===== config.mk =====
export PLATFORM = sky130hd
export DESIGN_NAME = clk_enable_sequencer
export DESIGN_NICKNAME = d
export VERILOG_FILES = /design/src/rtl/nes_timing_pkg.sv /design/src/rtl/ce_divider.sv /design/src/rtl/clk_enable_sequencer.sv
export SDC_FILE = /design/constraint.sdc
export NUM_CORES = 1
export LEC_CHECK = 0
export CORE_UTILIZATION = 55
export DETAILED_ROUTE_END_ITERATION = 7
export PLACE_DENSITY = 0.78
export SLEW_MARGIN = 20
export SYNTH_ARGS = -nofsm -noshare
export SYNTH_HDL_FRONTEND = slang
export SYNTH_SLANG_ARGS = --single-unit

===== constraint.sdc =====
create_clock -name clk -period 2.28 [get_ports clk]
set_input_delay 0.456 -clock clk [delete_from_list [all_inputs] [get_ports clk]]
set_output_delay 0.456 -clock clk [all_outputs]
set_load 0.01 [all_outputs]

===== src/rtl/nes_timing_pkg.sv =====
// Shared NES region timing: region encoding and per-region divisors.
// Dendy constants exist only when CE_SEQ_DENDY_EN is defined.
package nes_timing_pkg;

  typedef enum logic [1:0] {
    REGION_NTSC  = 2'd0,
    REGION_PAL   = 2'd1,
    REGION_DENDY = 2'd2
  } region_t;

  localparam int DIV_W = 5;

  typedef struct packed {
    logic [DIV_W-1:0] cpu_div;
    logic [DIV_W-1:0] ppu_div;
    logic [DIV_W-1:0] phi2_lo;
  } timing_t;

  localparam logic [DIV_W-1:0] NTSC_CPU_DIV  = 5'd12;
  localparam logic [DIV_W-1:0] NTSC_PPU_DIV  = 5'd4;
  localparam logic [DIV_W-1:0] NTSC_PHI2_LO  = 5'd4;
  localparam logic [DIV_W-1:0] PAL_CPU_DIV   = 5'd16;
  localparam logic [DIV_W-1:0] PAL_PPU_DIV   = 5'd5;
  localparam logic [DIV_W-1:0] PAL_PHI2_LO   = 5'd6;
`ifdef CE_SEQ_DENDY_EN
  localparam logic [DIV_W-1:0] DENDY_CPU_DIV = 5'd15;
  localparam logic [DIV_W-1:0] DENDY_PPU_DIV = 5'd5;
  localparam logic [DIV_W-1:0] DENDY_PHI2_LO = 5'd5;
`endif

  // Reserved encodings (and Dendy when not built in) fall back to NTSC.
  function automatic region_t decode_region(input logic [1:0] sel);
    region_t r;
    case (sel)
      2'd1: r = REGION_PAL;
`ifdef CE_SEQ_DENDY_EN
      2'd2: r = REGION_DENDY;
`endif
      default: r = REGION_NTSC;
    endcase
    return r;
  endfunction

  function automatic timing_t region_timing(input region_t r);
    timing_t t;
    case (r)
      REGION_PAL: t = '{cpu_div: PAL_CPU_DIV, ppu_div: PAL_PPU_DIV, phi2_lo: PAL_PHI2_LO};
`ifdef CE_SEQ_DENDY_EN
      REGION_DENDY: t = '{cpu_div: DENDY_CPU_DIV, ppu_div: DENDY_PPU_DIV, phi2_lo: DENDY_PHI2_LO};
`endif
      default: t = '{cpu_div: NTSC_CPU_DIV, ppu_div: NTSC_PPU_DIV, phi2_lo: NTSC_PHI2_LO};
    endcase
    return t;
  endfunction

endpackage


===== src/rtl/ce_divider.sv =====
// Modulo-n counter with hold, synchronous restart and a registered pulse
// that is high exactly while the count sits at its terminal value.
module ce_divider
  import nes_timing_pkg::*;
(
  input  logic             clk,
  input  logic             reset,
  input  logic             hold,
  input  logic             restart,
  input  logic [DIV_W-1:0] n,
  output logic [DIV_W-1:0] count,
  output logic             tick
);

  localparam logic [DIV_W-1:0] ONE = DIV_W'(1);

  logic [DIV_W-1:0] last;
  logic [DIV_W-1:0] count_next;

  assign last = n - ONE;

  always_comb begin
    count_next = count + ONE;
    if (restart || (count == last)) count_next = '0;
  end

  // NOTE: sequential state uses non-blocking assignments only, so every flop
  // samples pre-edge values regardless of process ordering.
  always_ff @(posedge clk or posedge reset) begin
    if (reset) begin
      count <= '0;
      tick  <= 1'b0;
    end else if (!hold) begin
      count <= count_next;
      tick  <= (count_next == last);
    end
  end

endmodule


===== src/rtl/clk_enable_sequencer.sv =====
// NES master-clock enable sequencer: CPU/APU/PPU enables, M2, parity and the
// PPU register-access slot. Dendy timing is built in with CE_SEQ_DENDY_EN.
module clk_enable_sequencer
  import nes_timing_pkg::*;
(
  input  logic       clk,
  input  logic       reset,
  input  logic [1:0] sys_type,
  input  logic       pause,
  output logic       cpu_ce,
  output logic       apu_ce,
  output logic       ppu_ce,
  output logic       phi2,
  output logic       odd_or_even,
  output logic       ppu_access
);

  logic             run;
  region_t          region_q;
  region_t          region;
  region_t          next_region;
  timing_t          timing;
  logic [DIV_W-1:0] m;
  logic [DIV_W-1:0] p;
  logic             m_tick;
  logic             p_tick;
  logic             hold;
  logic             cpu_slot;
  logic             ppu_slot;
  logic             region_change;
  logic [1:0]       k;
  logic             parity;

  // run stays low for one clk after release so the first cpu_ce lands a full
  // CPU cycle later; until then the region tracks sys_type directly.
  always_ff @(posedge clk or posedge reset) begin
    if (reset) run <= 1'b0;
    else       run <= 1'b1;
  end

  assign next_region   = decode_region(sys_type);
  assign region        = run ? region_q : next_region;
  assign timing        = region_timing(region);
  assign hold          = pause | ~run;
  assign cpu_slot      = m_tick & ~hold;
  assign ppu_slot      = p_tick & ~hold;
  assign region_change = cpu_slot && (next_region != region_q);

  always_ff @(posedge clk or posedge reset) begin
    if (reset) region_q <= REGION_NTSC;
    else if (!run || cpu_slot) region_q <= next_region;
  end

  ce_divider u_cpu_div (
    .clk     (clk),
    .reset   (reset),
    .hold    (hold),
    .restart (region_change),
    .n       (timing.cpu_div),
    .count   (m),
    .tick    (m_tick)
  );

  ce_divider u_ppu_div (
    .clk     (clk),
    .reset   (reset),
    .hold    (hold),
    .restart (region_change),
    .n       (timing.ppu_div),
    .count   (p),
    .tick    (p_tick)
  );

  // k counts PPU cycles inside the current CPU cycle; cpu_ce wins on a tie.
  always_ff @(posedge clk or posedge reset) begin
    if (reset) begin
      k      <= 2'd0;
      parity <= 1'b0;
    end else if (cpu_slot) begin
      k      <= 2'd0;
      parity <= ~parity;
    end else if (ppu_slot && (k != 2'd3)) begin
      k      <= k + 2'd1;
    end
  end

  assign cpu_ce      = cpu_slot;
  assign apu_ce      = cpu_slot;
  assign ppu_ce      = ppu_slot;
  assign ppu_access  = ppu_slot && (k == 2'd2);
  assign phi2        = (m >= timing.phi2_lo);
  assign odd_or_even = parity;

endmodule

* Word level (Yosys, flattened, before mapping)
Cells that the tools add are included.
** Cells by class
- Add/subtract/negate cells :: 5
- Magnitude comparators :: 1
- Eq/ne operators :: 9
- Multiplexer cells :: 7
- Bitwise operators :: 6
- Reductions and logical operators :: 8
** Operators with widths (number)
- == test 5 bit :: 4
- 2-to-1 mux 15 bit :: 1
- adder 5 x 1 -> 5 bit (second input constant) :: 2
- 2-to-1 mux 5 bit :: 2
- subtractor 5 x 1 -> 5 bit (second input constant) :: 2
- 2-to-1 mux 2 bit :: 3
- greater-or-equal comparator 5 bit :: 1
- == test 2 x 1 -> 1 bit (second input constant) :: 2
- logical AND 1 bit :: 3
- logical OR 1 bit :: 3
- inverter 1 bit :: 3
- adder 2 x 1 -> 2 bit (second input constant) :: 1
- AND 1 bit :: 2
- == test 2 bit (second input constant) :: 1
- inequality test 2 bit :: 1
- inequality test 2 bit (second input constant) :: 1
- nonzero test 2 bit :: 1
- logical NOT 1 bit :: 1
- 2-to-1 mux 1 bit :: 1
- bitwise OR 1 bit :: 1
** Storage, ports and cells
- Register bits after elaboration :: 18
- Word-level logic and storage cells :: 44

* Depth between registers and ports, before layout
Gate-level depths: netlist of the first run.
- Depth in word-level cells :: 10
- Mapped depth :: 7
- Mapped depth without buffers :: 7

* Modules after synthesis
A second synthesis of the first run with hierarchy kept.
** Unflattened totals
- Cell total of the unflattened synthesis :: 188
- Area, all modules :: 1580.3 µm²
** By module, submodules not included
- ce_divider :: instances 2, cells each 74, area each 614.3 µm², seq. area each 150.1 µm²
- clk_enable_sequencer :: instances 1, cells each 40, area each 351.6 µm², seq. area each 125.1 µm²

* Worst setup path after synthesis of the first run
OpenSTA, ideal clock, no wires.
- Path type :: input to output
- Start point :: input port sys_type[0]
- End point :: output port phi2
- Arrival time :: 1.659 ns
- Setup slack :: 0.165 ns
- Stages on the path :: 7
- Buffers on the path :: 0
- Path through :: nor3b_1 nor2_1 inv_1 ha_1 inv_1 o21ai_0 a211o_1
** On the way
- Word-level cells in the longest chain between the ends :: 6
** Ends and longest elaborated chain
- start: declaration :: RTL line clk_enable_sequencer.sv:8 : input logic [1:0] sys_type,
- == test 2 x 1 -> 1 bit :: RTL line nes_timing_pkg.sv:34 : case (sel)
- 2-to-1 mux 1 bit :: RTL line nes_timing_pkg.sv:34
- 2-to-1 mux 2 bit :: RTL line clk_enable_sequencer.sv:42 : assign region = run ? region_q : next_region;
- == test 2 x 1 -> 1 bit :: RTL line nes_timing_pkg.sv:46 : case (r)
- 2-to-1 mux 15 bit :: RTL line nes_timing_pkg.sv:46
- greater-or-equal comparator 5 bit :: RTL line clk_enable_sequencer.sv:91 : assign phi2 = (m >= timing.phi2_lo);
- end: declaration :: RTL line clk_enable_sequencer.sv:13 : output logic phi2,
No other way between the ends.

* Worst setup path in the final report of the first run
- Start point :: input port sys_type[1]
- End point :: output port phi2
Same word-level chain as after synthesis.

==> impl_results.md, run 1 <==
* Status: complete, no violations
* Yosys cell types at 36
* Total global-route track usage at 27.6%
* CP most frequent cell: inv_2
* Synthesized area at 1080 µm²
* Critical path launch point type: primary input
* Main combinational cell family by area after synthesis: simple AND/OR/NAND/NOR gates
* Antenna-violating nets left at 0
* P per Cell Area at 930 nW/µm²
* Switch share at 40.5%
* Die area at 2140 µm²
* Initial antenna violation count at 0
* CP max FO at 2
* Synth Area in Compound Gates at 18.3%
* Post-detail-place hpwl at 1.78 mm
* Drt wl/cell at 15.0 µm
* Pre-antenna DRT Iters at 4
* Max-slew violations at 0
* CP Class: primary input to output port
* DRT Wirelength at 2.56 mm
* Synth top area share at 39.5%
* Vias in the first global route at 949
* Largest stage delay on the critical path at 0.28 ns
* Post-Syn Nets at 128
* Post-synth EDFFs at 0
* Global-route wire length before repair at 4.15 mm
* Worst EP arrival at 1.81 ns
* Data required, critical path at 1.82 ns
* Placer's final routability congestion estimate at 0.825
* Critical path's slowest cell: a211o_1
* Final worst path period share at 99.2%
* Critical Path End Type: output port
* Via density at 5.63
* Peak supply drop at 0.000561 V
* Total Power at 0.00128 W
* Largest net degree at the start of global routing at 18
* Adder-cell area share of the yosys netlist at 5.81%
* Worst-path clk slew at 0.10 ns
* Area Overhead vs Synth at 27.6%
* Clk pwr share at 12.7%
* Die Wd at 46.2 µm
* Post-Route Skew at 0.00567 ns
* Num CTS Buffers at 3
* Post-synthesis mux area share at 1.98%
* Final min period at 2.26 ns
* IO buf count at 10
* Asr flop ratio synth at 100%
* 1st-iter DRT viols at 29
* Seq/Total Area, Yosys at 39.5%
* Yosys Warn Count at 0
* Skew-Pair Late Insertion Delay at 0.28 ns
* Simple-Gate Fraction of Synth Area at 20.5%
* Root Driver: clkbuf_4
* Clock sink count at 17
* ANT cells at 0
* Flop pwr share at 43.6%
* Worst Hold Class: flop to flop
* Commonest non-fill, non-tap cells in the layout: 17 x dfrtp_1, 17 x buf_4, 11 x nand2_1, 8 x nor2_1
* Combinational group share of total power at 43.7%
* Synth Area in XOR/XNOR at 8.95%
* Slew @ Worst Pin at 0.674 ns
* Placed cell area at 1300 µm²
* CP cell instances: dlygate4sd2_1 > nor3b_4 > nor2_4 > inv_2 > ha_4 > inv_2 > o21ai_2 > a211o_1 > buf_2
* Synth area leaders: dfrtp_1 40%, ha_1 5.8%, xor2_1 4.9%
* Hold Buf Count CTS at 0
* Layout cells sized above 1 at 22.6%
* Global route overflow at 0
* Avg Inst Size Synth at 9.12 µm²
* Die height at 46.2 µm
* Maximum clock frequency at 442 MHz
* Finished Cell Area at 1370 µm²
* Core Footprint at 1780 µm²
* Internal at 0.000760 W
* CTS max path bufs at 2
* Total number of vias at 962
* Fin. Hold Viols at 0
* Top Ports at 11
* Residual DRC at 0
* Yosys top cell by area: dfrtp_1
* Max_cap viols at 0
* Initial Util at 60.4%
* Dominant synthesized flop cell: dfrtp_1
* CTS tree: yes
* Synth Instances at 118
* CTS H-Tree Depth at 1
* Seq cells post-synth at 17
* Pleak at 0.679 nW
* Slew HR at 55.0%
* Min Hold Slack at 0.477 ns
* Final nets at 157
* Final setup fails at 0
* # rows at 15
* RSZ-0062 raised after global routing: true
* Sw power at 0.000516 W
==> worst paths after layout <==
| path | slack, ns | end | start | cells after the start |
|---|---|---|---|---|
| max in group asynchronous | 1.28 | region_q[0] | reset | 2 |
| min in group asynchronous | 0.56 | u_cpu_div.count[4] | reset | 2 |
| setup / recovery | 0.02 | phi2 | sys_type[1] | 9 |
| setup reg to reg | 0.26 | u_ppu_div.count[0] | run | 7 |
| hold reg to reg | 0.48 | odd_or_even | odd_or_even | 1 |
| hold / removal | 0.48 | odd_or_even | odd_or_even | 1 |
==> per-stage QoR <==
step                      setup TNS [ns]  worst slack, ns  util, %  cells
after floorplan                        0            0.165        -    118
after global placement            -0.983           -0.628     72.7    164
after detailed placement           -1.24           -0.685     72.7    164
after CTS                        -0.0347          -0.0347     74.9    170
after global routing             -0.0571          -0.0571     77.0    171
final                                  0           0.0179     77.0    171
==> power by group through the flow <==
| stage | Sequential, W | Combinational [W] | Clock, W |
|---|---|---|---|
| after global placement | 0.000544 | 0.000515 | 0 |
| after detailed placement | 0.000556 | 0.000540 | 0 |
| after global routing | 0.000572 | 0.000617 | 0.000179 |
| after floorplan | 0.000508 | 0.000403 | 0 |
| after CTS | 0.000551 | 0.000529 | 0.000166 |
| final | 0.000556 | 0.000557 | 0.000163 |
==> sequential cells by signal, indices dropped and copies added (netlist names) <==
signal           count
k                    2
odd_or_even          1
region_q             1
run                  1
u_cpu_div.count      5
u_cpu_div.tick       1
u_ppu_div.count      5
u_ppu_div.tick       1
==> synth_stat cells, drive strengths merged (4+ instances only) <==
master	instances
nand2	11
xnor2	5
dfrtp	17
a21oi	5
a22o	4
nor2	9
o21ai	6
xor2	6
inv	9
ha	5
nand3	7
==> repair_timing <==
| item | CTS | global route |
|---|---|---|
| setup endpoints to repair | 5 | 2 |
| pin swaps | 3 | 5 |
| setup buffers | 2 | 1 |
| resized for setup | 13 | 7 |
==> final cells by class <==
type	count	area (µm²)
timing repair buffer	27	219
tap	25	31.3
fill	121	410
multi-input combinational	89	637
sequential	17	425
clock buffer	4	26.3
inverter	9	33.8
==> critical path, delay by kind of cell <==
kind / cells / cell delay [ns]
compound gates: 2 / 0.32
simple gates: 2 / 0.30
buf+inv: 4 / 0.53
fa+ha+maj: 1 / 0.19
==> routing by layer <==
metal	up-vias	track usage, %	wire [µm]
met1	465	32.8	1140
met5	-	0	0
met3	6	4.31	59
met2	24	49.9	1320
li1	467	-	-
met4	0	8.82	38
==> logic make-up (layout without fill, tap and decap cells) <==
logic type,Yosys count,count (layout)
xor gates and xnor gates,11,11
buffers and inverters,12,40
and+or+nand+nor,42,42
other,1,1
AOI/OAI and AO/OA,28,28
adders and majority gates,5,5
DFF,17,17
muxes,2,2
(Power assumes the default switching activity.)
==> run 2: changes to the inputs <==
--- a/config.mk
+++ b/config.mk
@@ -5,10 +5,11 @@
 export SDC_FILE = /design/constraint.sdc
 export NUM_CORES = 1
 export LEC_CHECK = 0
+export CORE_MARGIN = 3
 export CORE_UTILIZATION = 55
 export DETAILED_ROUTE_END_ITERATION = 7
 export PLACE_DENSITY = 0.78
-export SLEW_MARGIN = 20
+export SLEW_MARGIN = 0
 export SYNTH_ARGS = -nofsm -noshare
 export SYNTH_HDL_FRONTEND = slang
 export SYNTH_SLANG_ARGS = --single-unit
==> run 2 against run 1 <==
  * The flow now finishes with violations (setup timing)
  * Via count increased by 4.6%
  * Clock skew rose by 0.0027 ns
  * Non-clock buffer count is 1 higher
  * Largest cell class unchanged
==> impl_results.md, run 2 (same netlist as run 1, synthesis figures left out) <==
* Placer's final routability congestion estimate at 0.848
* Layout cells sized above 1 at 24.5%
* Area Overhead vs Synth at 29.2%
* Drt wl/cell at 16.2 µm
* Total number of vias at 1,006
* Vias in the first global route at 1,001
* Worst-path clk slew at 0.10 ns
* Initial Util at 60.4%
* Placed cell area at 1290 µm²
* Sum Neg Setup Slack at -0.0246 ns
* Final worst setup slack at -0.0246 ns
* Fin. Hold Viols at 0
* Final worst path period share at 101%
* Regs by FF count: u_cpu_div.count (5), u_ppu_div.count (5), k (2)
* Initial antenna violation count at 0
* Failing checks: setup timing
* Pleak at 0.675 nW
* DRT Wirelength at 2.78 mm
* Final min period at 2.30 ns
* Total global-route track usage at 24.0%
* CTS max path bufs at 2
* CTS tree: yes
* Pre-antenna DRT Iters at 4
* Commonest non-fill, non-tap cell in the layout: buf_4
* Largest net degree at the start of global routing at 18
* Register area at 425 µm²
* Largest stage delay on the critical path at 0.44 ns
* R2R depth at 10
* WP buf/inv at 3
* Maximum clock frequency at 434 MHz
* 1st-iter DRT viols at 33
* Data required, critical path at 1.82 ns
* Global route overflow at 0
* Peak supply drop at 0.000565 V
* Max_cap viols at 0
* Critical path's slowest cell: dfrtp_1
* Min Hold Slack at 0.483 ns
* Worst EP arrival at 1.85 ns
* Critical path's top delay family: flip-flops
* Slew @ Worst Pin at 0.670 ns
* Post-Route Skew at 0.00836 ns
* Root Driver: clkbuf_4
* Commonest non-fill, non-tap cells in the layout: 18 x buf_4, 17 x dfrtp_1, 11 x nand2_1, 8 x nor2_1
* Critical Path End Type: output port
* Critical path launch point type: flop
* Utilization after layout at 78.0%
* Final setup fails at 1
* Fill count at 116
* Die area at 2520 µm²
* # rows at 15
* WHS Path Cells at 1
* Clock sink count at 17
* CP cell instances: nor3b_4 > nor2_4 > inv_2 > ha_4 > inv_2 > o21ai_2 > a211o_1 > buf_2
* Die height at 50.2 µm
* Global-route wire length before repair at 4.68 mm
* Multi-input logic area at 649 µm²
* RSZ-0062 raised after global routing: true
* Antenna-violating nets left at 0
* Final nets at 158
* CP Class: flop to output port
* Via density at 5.85
* Core Footprint at 1780 µm²
* Skew-Pair Late Insertion Delay at 0.29 ns
* Finished Cell Area at 1390 µm²
* Top Ports at 11
* IO buf count at 10
* P per Cell Area at 930 nW/µm²
* Crit. path cell count at 8
* Slew HR at 55.3%
* CP max FO at 3
* Residual DRC at 0
* ANT cells at 0
* Status: finished with violations
* CTS H-Tree Depth at 1
* CP most frequent cell: inv_2
* Max-slew violations at 0
* Total Power at 0.00129 W
* Post-detail-place hpwl at 1.85 mm
* Num CTS Buffers at 3
* Worst Hold Class: flop to flop
* Die Wd at 50.2 µm
-- run 2: what timing repair did --
action,4_1_cts,5_1_grt
resized for setup,16,8
endpoints found under the setup margin,5,5
hold buffers,0,0
pin swaps,4,4
setup buffers,5,1
-- run 2: cell type report --
cell class | count | share of cell area, %
multi-input cells | 89 | 46.7
flip-flops and latches | 17 | 30.6
repair buffers | 28 | 16.1
inverters | 9 | 2.43
well taps | 25 | 2.25
clock buffers | 4 | 1.89
-- run 2: where the power goes --
group | total [W] | leakage, nW | switching (W) | internal, W
logic | 0.000574 | 0.441 | 0.000281 | 0.000293
clock network | 0.000161 | 0.0150 | 0.0000930 | 0.0000678
registers | 0.000559 | 0.219 | 0.000154 | 0.000404
total | 0.00129 | 0.675 | 0.000528 | 0.000765
-- run 2: path summary, 6_finish.rpt --
kind                        startpoint                 end  slack [ns]
min in group asynchronous        reset  u_cpu_div.count[3]        0.56
max reg2reg                        run  u_cpu_div.count[4]        0.07
min                        odd_or_even         odd_or_even        0.48
min reg2reg                odd_or_even         odd_or_even        0.48
max in group asynchronous        reset  u_ppu_div.count[1]        1.28
max                                run                phi2       -0.02
-- run 2: metrics by stage --
step | setup WS [ns] | instances
6_report | -0.0246 | 172
5_1_grt | -0.0899 | 172
4_1_cts | 0.0128 | 172
3_5_place_dp | -0.653 | 163
3_3_place_gp | -0.641 | 163
2_1_floorplan | 0.165 | 118
-- run 2: routing by layer --
metal  part of all wire [%]  GRT usage, %
met1                     43          30.4
met2                     52          42.8
met3                    3.8          3.56
met4                    1.2          5.07
met5                      0             0
==> run 3: changes to the inputs <==
--- a/config.mk
+++ b/config.mk
@@ -8,7 +8,9 @@
 export CORE_MARGIN = 3
 export CORE_UTILIZATION = 55
 export DETAILED_ROUTE_END_ITERATION = 7
+export GPL_ROUTABILITY_DRIVEN = 0
 export PLACE_DENSITY = 0.78
+export RECOVER_POWER = 25
 export SLEW_MARGIN = 0
 export SYNTH_ARGS = -nofsm -noshare
 export SYNTH_HDL_FRONTEND = slang
==> run 3 against run 2 <==
  * The run still ends with setup timing left
  * Design area stayed put
  * Die area stayed put
  * Clock-buffer cell count stayed put
  * Utilization stayed put
  * Sequential power hardly changed
  * Hold slack hardly changed
  * Final cell count stayed put
  * Critical path type unchanged
==> impl_results.md, run 3 (same netlist as run 1, synthesis figures left out) <==
* Hold Buf Count CTS at 0
* Regs by FF count: u_cpu_div.count (5), u_ppu_div.count (5), k (2)
* Place WS at -0.653 ns
* IO buf count at 10
* CTS tree: yes
* Slew @ Worst Pin at 0.651 ns
* Root Driver: clkbuf_4
* Fill count at 116
* Final worst setup slack at -0.0242 ns
* Status: finished with violations
* Fin. Hold Viols at 0
* Worst EP arrival at 1.85 ns
* Non-filler cells, final at 172
* Initial Util at 60.4%
* CP Class: flop to output port
* Min Hold Slack at 0.482 ns
* Global-route wire length before repair at 4.68 mm
* Final setup fails at 1
* Clock sink count at 17
* Total number of vias at 998
* Critical path launch point type: flop
* Worst Hold Class: flop to flop
* Finished Cell Area at 1390 µm²
* Final nets at 158
* 1st-iter DRT viols at 33
* CTS max path bufs at 2
* Max-slew violations at 0
* Maximum clock frequency at 434 MHz
* Min-delay src: odd_or_even
* Core Footprint at 1780 µm²
* Multi-input logic area at 649 µm²
* Largest stage delay on the critical path at 0.44 ns
* Critical Path End Type: output port
* Register area at 425 µm²
* Pleak at 0.675 nW
* Post-Route Skew at 0.00812 ns
* Pre-antenna DRT Iters at 4
* Die Wd at 50.2 µm
* Die height at 50.2 µm
* Commonest non-fill, non-tap cells in the layout: 18 x buf_4, 17 x dfrtp_1, 11 x nand2_1, 8 x nor2_1
* Top Ports at 11
* Global route overflow at 0
* Vias in the first global route at 1,001
* Data required, critical path at 1.82 ns
* Worst-path clk slew at 0.10 ns
* Failing checks: setup timing
* Area Overhead vs Synth at 29.2%
* Layout cells sized above 1 at 24.5%
* Utilization after layout at 78.0%
* P per Cell Area at 931 nW/µm²
* Slew HR at 56.6%
* ANT cells at 0
* Post-detail-place hpwl at 1.85 mm
* Die area at 2520 µm²
* CTS H-Tree Depth at 1
* Placed cell area at 1290 µm²
* Drt wl/cell at 16.1 µm
* Peak supply drop at 0.000564 V
* Num CTS Buffers at 3
* Via density at 5.80
* Setup crit start: run
* Skew-Pair Late Insertion Delay at 0.29 ns
* RSZ-0062 raised after global routing: true
* R2r startpoint: run
* Post-Place Cells at 163
* Largest net degree at the start of global routing at 18
* Residual DRC at 0
* Antenna-violating nets left at 0
* CP cell instances: nor3b_4 > nor2_4 > inv_2 > ha_4 > inv_2 > o21ai_2 > a211o_1 > buf_2
* Final min period at 2.30 ns
* Critical path's slowest cell: dfrtp_1
* Initial antenna violation count at 0
* Final worst path period share at 101%
* Total global-route track usage at 24.0%
* Max_cap viols at 0
* DRT Wirelength at 2.78 mm
* CP max FO at 3
* CP most frequent cell: inv_2
* # rows at 15
* Commonest non-fill, non-tap cell in the layout: buf_4
-- run 3: cell types whose count changed in the layout (fill, tap and decap cells not counted) --
cell | before | now
clkdlybuf4s50_1 | 3 | 2
dlygate4sd3_1 | 0 | 1
-- run 3: final timing paths --
check,endpoint,slack [ns],cells after the start
setup reg to reg,u_cpu_div.count[4],0.07,10
max in group asynchronous,u_ppu_div.count[1],1.17,2
setup / recovery,phi2,-0.02,8
hold / removal,odd_or_even,0.48,1
min in group asynchronous,u_cpu_div.count[3],0.69,2
hold reg to reg,odd_or_even,0.48,1
-- run 3: routing by layer --
metal | track usage [%] | part of all wire [%]
met5 | 0 | 0
met4 | 5.07 | 0.94
met3 | 3.56 | 3.3
met2 | 42.8 | 53
met1 | 30.4 | 43
-- run 3: power breakdown --
group          switching (W)  internal, W
registers           0.000156     0.000404
logic               0.000280     0.000293
clock network      0.0000933    0.0000678
total               0.000529     0.000765
-- run 3: critical path: cells and delay by family, from the launching register on --
kind / cells / cell delay, ns
AOI/OAI and AO/OA: 2 / 0.32
adders and majority gates: 1 / 0.19
buffers and inverters: 3 / 0.27
DFF: 1 / 0.44
and+or+nand+nor: 2 / 0.35
-- run 3: per-stage QoR --
stage	total power (W)	setup TNS [ns]
4_1_cts	0.00125	0
6_report	0.00129	-0.0242
3_5_place_dp	0.00109	-1.10
3_3_place_gp	0.00105	-1.04
5_1_grt	0.00139	-0.112
2_1_floorplan	0.000911	0
-- run 3: cell type report --
| class | count | share of cell area, % |
|---|---|---|
| Sequential cell | 17 | 30.6 |
| Clock buffer | 4 | 1.89 |
| Multi-Input combinational cell | 89 | 46.7 |
| Timing Repair Buffer | 28 | 16.1 |
| Inverter | 9 | 2.43 |
| Tap cell | 25 | 2.25 |
-- run 3: repair_timing --
item / CTS / global route
pin swaps: 4 / 4
setup buffers: 5 / 1
gates resized for setup: 16 / 8
endpoints found under the setup margin: 5 / 5
